`src/rtl/alu_dispatch_pkg.sv`:
```
// Shared opcode/funct/rt encodings and E-stage ALU control constants.
// Also holds the mul/div classification helpers used by the dispatch FSM.
package alu_dispatch_pkg;

   localparam int OP_W = 8;
   typedef logic [OP_W-1:0] op_t;

   // Primary opcode field
   localparam logic [5:0] EXE_NOP         = 6'b000000;
   localparam logic [5:0] EXE_REGIMM_INST = 6'b000001;
   localparam logic [5:0] EXE_J           = 6'b000010;
   localparam logic [5:0] EXE_JAL         = 6'b000011;
   localparam logic [5:0] EXE_BEQ         = 6'b000100;
   localparam logic [5:0] EXE_BNE         = 6'b000101;
   localparam logic [5:0] EXE_ADDI        = 6'b001000;
   localparam logic [5:0] EXE_ADDIU       = 6'b001001;
   localparam logic [5:0] EXE_SLTI        = 6'b001010;
   localparam logic [5:0] EXE_ANDI        = 6'b001100;
   localparam logic [5:0] EXE_ORI         = 6'b001101;
   localparam logic [5:0] EXE_XORI        = 6'b001110;
   localparam logic [5:0] EXE_LUI         = 6'b001111;
   localparam logic [5:0] EXE_LW          = 6'b100011;
   localparam logic [5:0] EXE_SW          = 6'b101011;

   // R-type funct field
   localparam logic [5:0] EXE_SLL   = 6'b000000;
   localparam logic [5:0] EXE_SRL   = 6'b000010;
   localparam logic [5:0] EXE_SRA   = 6'b000011;
   localparam logic [5:0] EXE_JR    = 6'b001000;
   localparam logic [5:0] EXE_MFHI  = 6'b010000;
   localparam logic [5:0] EXE_MFLO  = 6'b010010;
   localparam logic [5:0] EXE_MULT  = 6'b011000;
   localparam logic [5:0] EXE_MULTU = 6'b011001;
   localparam logic [5:0] EXE_DIV   = 6'b011010;
   localparam logic [5:0] EXE_DIVU  = 6'b011011;
   localparam logic [5:0] EXE_ADD   = 6'b100000;
   localparam logic [5:0] EXE_ADDU  = 6'b100001;
   localparam logic [5:0] EXE_SUB   = 6'b100010;
   localparam logic [5:0] EXE_SUBU  = 6'b100011;
   localparam logic [5:0] EXE_AND   = 6'b100100;
   localparam logic [5:0] EXE_OR    = 6'b100101;
   localparam logic [5:0] EXE_XOR   = 6'b100110;
   localparam logic [5:0] EXE_NOR   = 6'b100111;
   localparam logic [5:0] EXE_SLT   = 6'b101010;
   localparam logic [5:0] EXE_SLTU  = 6'b101011;

   // REGIMM rt field
   localparam logic [4:0] EXE_BLTZ   = 5'b00000;
   localparam logic [4:0] EXE_BGEZ   = 5'b00001;
   localparam logic [4:0] EXE_BLTZAL = 5'b10000;
   localparam logic [4:0] EXE_BGEZAL = 5'b10001;

   // ALU control encodings
   localparam op_t EXE_NOP_OP    = 8'h00;
   localparam op_t EXE_SLL_OP    = 8'h01;
   localparam op_t EXE_SRL_OP    = 8'h02;
   localparam op_t EXE_SRA_OP    = 8'h03;
   localparam op_t EXE_JR_OP     = 8'h04;
   localparam op_t EXE_MFHI_OP   = 8'h05;
   localparam op_t EXE_MFLO_OP   = 8'h06;
   localparam op_t EXE_MULT_OP   = 8'h07;
   localparam op_t EXE_MULTU_OP  = 8'h08;
   localparam op_t EXE_DIV_OP    = 8'h09;
   localparam op_t EXE_DIVU_OP   = 8'h0A;
   localparam op_t EXE_ADD_OP    = 8'h0B;
   localparam op_t EXE_ADDU_OP   = 8'h0C;
   localparam op_t EXE_SUB_OP    = 8'h0D;
   localparam op_t EXE_SUBU_OP   = 8'h0E;
   localparam op_t EXE_AND_OP    = 8'h0F;
   localparam op_t EXE_OR_OP     = 8'h10;
   localparam op_t EXE_XOR_OP    = 8'h11;
   localparam op_t EXE_NOR_OP    = 8'h12;
   localparam op_t EXE_SLT_OP    = 8'h13;
   localparam op_t EXE_SLTU_OP   = 8'h14;
   localparam op_t EXE_J_OP      = 8'h15;
   localparam op_t EXE_JAL_OP    = 8'h16;
   localparam op_t EXE_BEQ_OP    = 8'h17;
   localparam op_t EXE_BNE_OP    = 8'h18;
   localparam op_t EXE_ADDI_OP   = 8'h19;
   localparam op_t EXE_ADDIU_OP  = 8'h1A;
   localparam op_t EXE_SLTI_OP   = 8'h1B;
   localparam op_t EXE_ANDI_OP   = 8'h1C;
   localparam op_t EXE_ORI_OP    = 8'h1D;
   localparam op_t EXE_XORI_OP   = 8'h1E;
   localparam op_t EXE_LUI_OP    = 8'h1F;
   localparam op_t EXE_LW_OP     = 8'h20;
   localparam op_t EXE_SW_OP     = 8'h21;
   localparam op_t EXE_BLTZ_OP   = 8'h22;
   localparam op_t EXE_BGEZ_OP   = 8'h23;
   localparam op_t EXE_BLTZAL_OP = 8'h24;
   localparam op_t EXE_BGEZAL_OP = 8'h25;

   function automatic logic is_div(input op_t op);
      return (op == EXE_DIV_OP) || (op == EXE_DIVU_OP);
   endfunction

   function automatic logic is_mul(input op_t op);
      return (op == EXE_MULT_OP) || (op == EXE_MULTU_OP);
   endfunction

endpackage

```
`src/rtl/alu_dispatch_opdecode.sv`:
```
// Combinational instruction decode: opcode/funct/rt -> ALU control plus
// an unsupported-encoding flag.
module alu_opdecode
   import alu_dispatch_pkg::*;
(
   input  logic [5:0] aluop,
   input  logic [5:0] funct,
   input  logic [4:0] rt,
   output op_t        ctrl,
   output logic       ri
);

   always_comb begin
      // NOTE: defaults before the case keep every path assigned, so no latch is inferred.
      ctrl = EXE_NOP_OP;
      ri   = 1'b0;
      unique case (aluop)
         EXE_NOP: begin
            unique case (funct)
               EXE_SLL:   ctrl = EXE_SLL_OP;
               EXE_SRL:   ctrl = EXE_SRL_OP;
               EXE_SRA:   ctrl = EXE_SRA_OP;
               EXE_JR:    ctrl = EXE_JR_OP;
               EXE_MFHI:  ctrl = EXE_MFHI_OP;
               EXE_MFLO:  ctrl = EXE_MFLO_OP;
               EXE_MULT:  ctrl = EXE_MULT_OP;
               EXE_MULTU: ctrl = EXE_MULTU_OP;
               EXE_DIV:   ctrl = EXE_DIV_OP;
               EXE_DIVU:  ctrl = EXE_DIVU_OP;
               EXE_ADD:   ctrl = EXE_ADD_OP;
               EXE_ADDU:  ctrl = EXE_ADDU_OP;
               EXE_SUB:   ctrl = EXE_SUB_OP;
               EXE_SUBU:  ctrl = EXE_SUBU_OP;
               EXE_AND:   ctrl = EXE_AND_OP;
               EXE_OR:    ctrl = EXE_OR_OP;
               EXE_XOR:   ctrl = EXE_XOR_OP;
               EXE_NOR:   ctrl = EXE_NOR_OP;
               EXE_SLT:   ctrl = EXE_SLT_OP;
               EXE_SLTU:  ctrl = EXE_SLTU_OP;
               default:   ri   = 1'b1;
            endcase
         end
         EXE_REGIMM_INST: begin
            unique case (rt)
               EXE_BLTZ:   ctrl = EXE_BLTZ_OP;
               EXE_BGEZ:   ctrl = EXE_BGEZ_OP;
               EXE_BLTZAL: ctrl = EXE_BLTZAL_OP;
               EXE_BGEZAL: ctrl = EXE_BGEZAL_OP;
               default:    ri   = 1'b1;
            endcase
         end
         EXE_J:     ctrl = EXE_J_OP;
         EXE_JAL:   ctrl = EXE_JAL_OP;
         EXE_BEQ:   ctrl = EXE_BEQ_OP;
         EXE_BNE:   ctrl = EXE_BNE_OP;
         EXE_ADDI:  ctrl = EXE_ADDI_OP;
         EXE_ADDIU: ctrl = EXE_ADDIU_OP;
         EXE_SLTI:  ctrl = EXE_SLTI_OP;
         EXE_ANDI:  ctrl = EXE_ANDI_OP;
         EXE_ORI:   ctrl = EXE_ORI_OP;
         EXE_XORI:  ctrl = EXE_XORI_OP;
         EXE_LUI:   ctrl = EXE_LUI_OP;
         EXE_LW:    ctrl = EXE_LW_OP;
         EXE_SW:    ctrl = EXE_SW_OP;
         default:   ri   = 1'b1;
      endcase
   end

endmodule

```
`src/rtl/alu_dispatch.sv`:
```
// E-stage dispatch register with a mul/div occupancy FSM that stalls the
// front end while a multi-cycle operation executes.
module alu_dispatch
   import alu_dispatch_pkg::*;
#(
   parameter int CTRL_W     = 8,
   parameter int DIV_CYCLES = 32,
   parameter int MUL_CYCLES = 1
) (
   input  logic              clk,
   input  logic              rst,
   input  logic [5:0]        aluop,
   input  logic [5:0]        funct,
   input  logic [4:0]        rt,
   input  logic              in_valid,
   input  logic              stall_in,
   input  logic              flush,
   output logic [CTRL_W-1:0] alucontrol_e,
   output logic              valid_e,
   output logic              ri_e,
   output logic              stall_out,
   output logic              md_done
);

   typedef enum logic {IDLE, BUSY} state_t;

   localparam logic [7:0] DIV_LOAD = 8'(DIV_CYCLES - 1);
   localparam logic [7:0] MUL_LOAD = 8'(MUL_CYCLES - 1);

   state_t     state;
   logic [7:0] cnt;
   op_t        dec_ctrl;
   logic       dec_ri;
   logic       hold;
   logic       start_md;
   logic [7:0] md_load;

   alu_opdecode u_opdecode (
      .aluop (aluop),
      .funct (funct),
      .rt    (rt),
      .ctrl  (dec_ctrl),
      .ri    (dec_ri)
   );

   assign stall_out = (state == BUSY) && (cnt != 8'd0);
   assign md_done   = (state == BUSY) && (cnt == 8'd0);
   assign hold      = stall_in || stall_out;
   // Flush is excluded here by the priority order in the register block.
   assign start_md  = !hold && in_valid && (is_div(dec_ctrl) || is_mul(dec_ctrl));
   assign md_load   = is_div(dec_ctrl) ? DIV_LOAD : MUL_LOAD;

   // NOTE: sequential state uses non-blocking assignments so every register samples pre-edge values.
   always_ff @(posedge clk) begin
      if (rst || flush) begin
         alucontrol_e <= CTRL_W'(EXE_NOP_OP);
         valid_e      <= 1'b0;
         ri_e         <= 1'b0;
         state        <= IDLE;
         cnt          <= 8'd0;
      end else begin
         if (!hold) begin
            alucontrol_e <= CTRL_W'(dec_ctrl);
            valid_e      <= in_valid;
            ri_e         <= in_valid && dec_ri;
         end
         unique case (state)
            IDLE: begin
               if (start_md) begin
                  state <= BUSY;
                  cnt   <= md_load;
               end
            end
            BUSY: begin
               if (cnt != 8'd0) begin
                  cnt <= cnt - 8'd1;
               end else if (start_md) begin
                  cnt <= md_load;
               end else if (!hold) begin
                  state <= IDLE;
               end
            end
            default: begin
               state <= IDLE;
               cnt   <= 8'd0;
            end
         endcase
      end
   end

endmodule

```
`config.mk`:
```
export PLATFORM = sky130hd
export DESIGN_NAME = alu_dispatch
export DESIGN_NICKNAME = d
export VERILOG_FILES = /design/src/rtl/alu_dispatch_pkg.sv /design/src/rtl/alu_dispatch_opdecode.sv /design/src/rtl/alu_dispatch.sv
export SDC_FILE = /design/constraint.sdc
export NUM_CORES = 1
export LEC_CHECK = 0
export ABC_AREA = 1
export BUFFER_PORTS_ARGS = -buffer_cell sky130_fd_sc_hd__buf_2
export CORE_AREA = 4 4 71 73
export DETAILED_ROUTE_END_ITERATION = 16
export DIE_AREA = 0 0 75 77
export PLACE_DENSITY = 0.61
export SLEW_MARGIN = 20
export SYNTH_ARGS = -nofsm -noshare
export SYNTH_HDL_FRONTEND = slang
export SYNTH_HIERARCHICAL = 1
export SYNTH_SLANG_ARGS = --single-unit
```
`constraint.sdc`:
```
create_clock -name clk -period 2.6 [get_ports clk]
set_input_delay 0.52 -clock clk [delete_from_list [all_inputs] [get_ports clk]]
set_output_delay 0.52 -clock clk [all_outputs]
set_load 0.05 [all_outputs]
```
==> run_results.csv <==
group,metric,value,unit
cells_and_area,final_common_cell,"nand2_1",
cells_and_area,stdcell_area,1900,sq um
setup_path,start_kind,"input port",
global_route,overflow,0,
setup_path,crit_fanout,13,
power_and_ir_drop,peakVddDrop,0.326,mV
run,max_cap_violations,0,
routing,first_pass_iters,4,
worst_hold_path,whs_path_depth,2,
cells_and_area,fin_util,0.437,
setup_path,crit_required,2750,ps
setup_path,worst_r2r_endpoint,"cnt[1]$_SDFF_PP0_",
floorplan,dieArea,5780,sq um
clock_network,cts_buffer_depth,2,
clock_network,clk_pin_slew,70,ps
power_and_ir_drop,p_switching,204,uW
synth,ys_ff_latch,19,
global_route,grt_use_total,0.145,
clock_network,clkLatencyLatePin,260,ps
routing,totalWireLength,4.00,mm
global_route,grt_pass1_wl,6.98,mm
sta,fin_worst_skew,3.00,ps
floorplan,die_width,75,um
power_and_ir_drop,internal_power,449,uW
sta,finalHoldViolCount,0,
floorplan,io_pins,34,
placed_design,place.detailed.hpwl,3.18,mm
setup_path,crit_top_cell,"nand2_1",
placed_design,placed_area,1860,sq um
floorplan,start_util,0.382,
placed_design,place_congestion,0.889,
setup_path,r2r-start,"cnt[0]$_SDFF_PP0_",
sta,tns,0,ps
setup_path,crit_chain,"buf_2, nor2_2, and3_4, o21ai_0, nand2_1, inv_1, nor2_1, nand2_1, a21oi_1, nand4_2, nand2_1, a21oi_1",
power_and_ir_drop,p_sw_frac,0.312,
power_and_ir_drop,p_seq_frac,0.458,
routing,postRouteAntennaNets,0,
sta,fmax,0.449,GHz
sta,drv_slew,0,
global_route,grt_max_degree,18,
routing,drtIter0Drc,98,
cells_and_area,drive_above_1_share,0.186,
routing,drc,0,
cells_and_area,num-nets-final,335,
synth,synth_area,1670,sq um
routing,dr_total_vias,1780,
floorplan,rows,24,
clock_network,cts_resized,0,
placed_design,port_buffers,33,
worst_hold_path,hold_path_end,"valid_e$_SDFFE_PP0N_",
clock_network,cts_buffers,3,
synth,ys_seq_area_frac,0.228,
sta,fin_ws,374,ps
routing,wl_per_cell,11.0,um
clock_network,cts_max_level,1,
cells_and_area,diodes,0,
clock_network,hold_buffers,0,
clock_network,cts_root_buf,"clkbuf_8",
floorplan,die_h,77,um
cells_and_area,syn2layout_area_growth,14.4,%
synth,synthDistinctLibCells,29,
cells_and_area,final_cell_mix,"nand2_1 (65), nor2_1 (43), nand3_1 (35), buf_2 (33), inv_1 (31)",
setup_path,r2r_slack,930,ps
clock_network,post-cts-setup-buffers,0,
synth,syn_inst,277,
outcome,status,"finished clean",
power_and_ir_drop,leakage,1.01,nW
clock_network,cts_tree,"yes",
floorplan,coreArea,4350,sq um
power_and_ir_drop,p_per_area,343,nW/um^2
synth,synth.avg_cell_area,6.01,sq um
global_route,antenna_found_initial,0,
global_route,grt_pass1_vias,1626,
clock_network,clock_sinks,19,
worst_hold_path,min-delay-start,"valid_e$_SDFFE_PP0N_",
sta,rsz0062_at_grt,"no",
sta,setup_viol,0,
setup_path,critPathArrivalTime,2380,ps
power_and_ir_drop,p_comb_frac,0.225,
setup_path,max_stage_delay,370,ps
worst_hold_path,hold_path.class,"reg -> reg",
power_and_ir_drop,p_clk_frac,0.317,
setup_path,critPathKind,"in -> reg",
setup_path,critPathSlowestCell,"nor2_2",
placed_design,pre_cts_ws,137,ps
setup_path,end_kind,"flip-flop",
routing,via_per_inst,4.90,
synth,yosys_warnings,6,
sta,min_period_over_period,0.856,
sta,period_minus_slack,2230,ps
setup_path,r2r_cells,7,
## per-stage QoR
step                hold slack, ps  power, mW  instances
global route                   473      0.692        363
finish                         462      0.653        363
CTS                            466      0.659        363
floorplan                      436      0.410        278
global placement               448      0.453        359
detailed placement             455      0.452        359
## Yosys cell counts
| master | n | share of area |
|---|---|---|
| a21oi_1 | 20 | 0.060 |
| ha_1 | 1 | 0.0075 |
| nand3_2 | 1 | 0.0060 |
| conb_1 | 1 | 0.0023 |
| xnor2_1 | 2 | 0.011 |
| buf_8 | 1 | 0.0090 |
| nor3_1 | 5 | 0.015 |
| buf_6 | 2 | 0.014 |
| dfxtp_1 | 19 | 0.23 |
| nor2_1 | 43 | 0.097 |
| a31oi_1 | 1 | 0.0038 |
| buf_4 | 2 | 0.0090 |
| nor2_2 | 8 | 0.030 |
| nor2_8 | 3 | 0.036 |
| nand3_1 | 35 | 0.11 |
| nand4_1 | 9 | 0.034 |
| o21ai_1 | 2 | 0.0060 |
| inv_1 | 31 | 0.070 |
| nand2_1 | 65 | 0.15 |
| o211ai_1 | 3 | 0.014 |
| nand2_2 | 1 | 0.0038 |
| nor2_4 | 2 | 0.014 |
| o21ai_4 | 1 | 0.0098 |
| nand2_4 | 1 | 0.0068 |
| nand3b_1 | 1 | 0.0045 |
| clkbuf_1 | 1 | 0.0023 |
| nand4_2 | 1 | 0.0075 |
| o21ai_0 | 14 | 0.042 |
| and3_4 | 1 | 0.0068 |
## worst max-delay path, delay by kind of cell
| kind | cells | cell delay [ps] |
|---|---|---|
| simple gates | 7 | 1310 |
| compound gates | 3 | 360 |
| buf+inv | 2 | 170 |
## kinds of logic after synthesis
kind of cell / count (synthesis) / share of synthesized area
fa+ha+maj: 1 / 0.00751
other cells: 1 / 0.00225
xor+xnor: 2 / 0.0105
compound gates: 41 / 0.135
flops: 19 / 0.228
simple gates: 176 / 0.512
buf+inv: 37 / 0.104
## state kept, by name, indices dropped and copies added, names as in the netlist
signal	count
alucontrol_e	8
cnt	8
ri_e	1
state	1
valid_e	1
## power groups by stage
stage	registers (mW)	logic, mW	clock network [mW]
after floorplan	0.325	0.0848	0
after global placement	0.306	0.147	0
after detailed placement	0.306	0.146	0
after CTS	0.299	0.147	0.213
after global routing	0.300	0.166	0.226
final	0.299	0.147	0.207
## area by class of cell
| type | count | area [sq um] |
|---|---|---|
| Fill cell | 491 | 2450 |
| Multi-Input combinational cell | 222 | 1120 |
| Sequential cell | 19 | 380 |
| Timing Repair Buffer | 35 | 180 |
| Inverter | 31 | 116 |
| Tap cell | 52 | 65.1 |
| Clock buffer | 3 | 41.3 |
| Clock inverter | 1 | 5.00 |
## metal layers
layer,routed length (um),global-route usage,up-vias
met5,0,0,-
met4,22,0.0249,0
met3,152,0.0314,2
met2,1770,0.213,33
met1,2050,0.218,764
li1,-,-,981
## how the worst max path moves through the flow
| stage | to | start | cells after the start | slack, ps |
|---|---|---|---|---|
| finish | cnt[1]$_SDFF_PP0_ | aluop[5] | 12 | 370 |
| global placement | cnt[1]$_SDFF_PP0_ | aluop[5] | 15 | 120 |
| global route | cnt[4]$_SDFF_PP0_ | aluop[5] | 15 | 90 |
| floorplan | md_done | cnt[0]$_SDFF_PP0_ | 4 | 260 |
| detailed placement | cnt[5]$_SDFF_PP0_ | aluop[5] | 15 | 140 |
| CTS | cnt[5]$_SDFF_PP0_ | aluop[5] | 12 | 400 |
(Power assumes the default switching activity.)
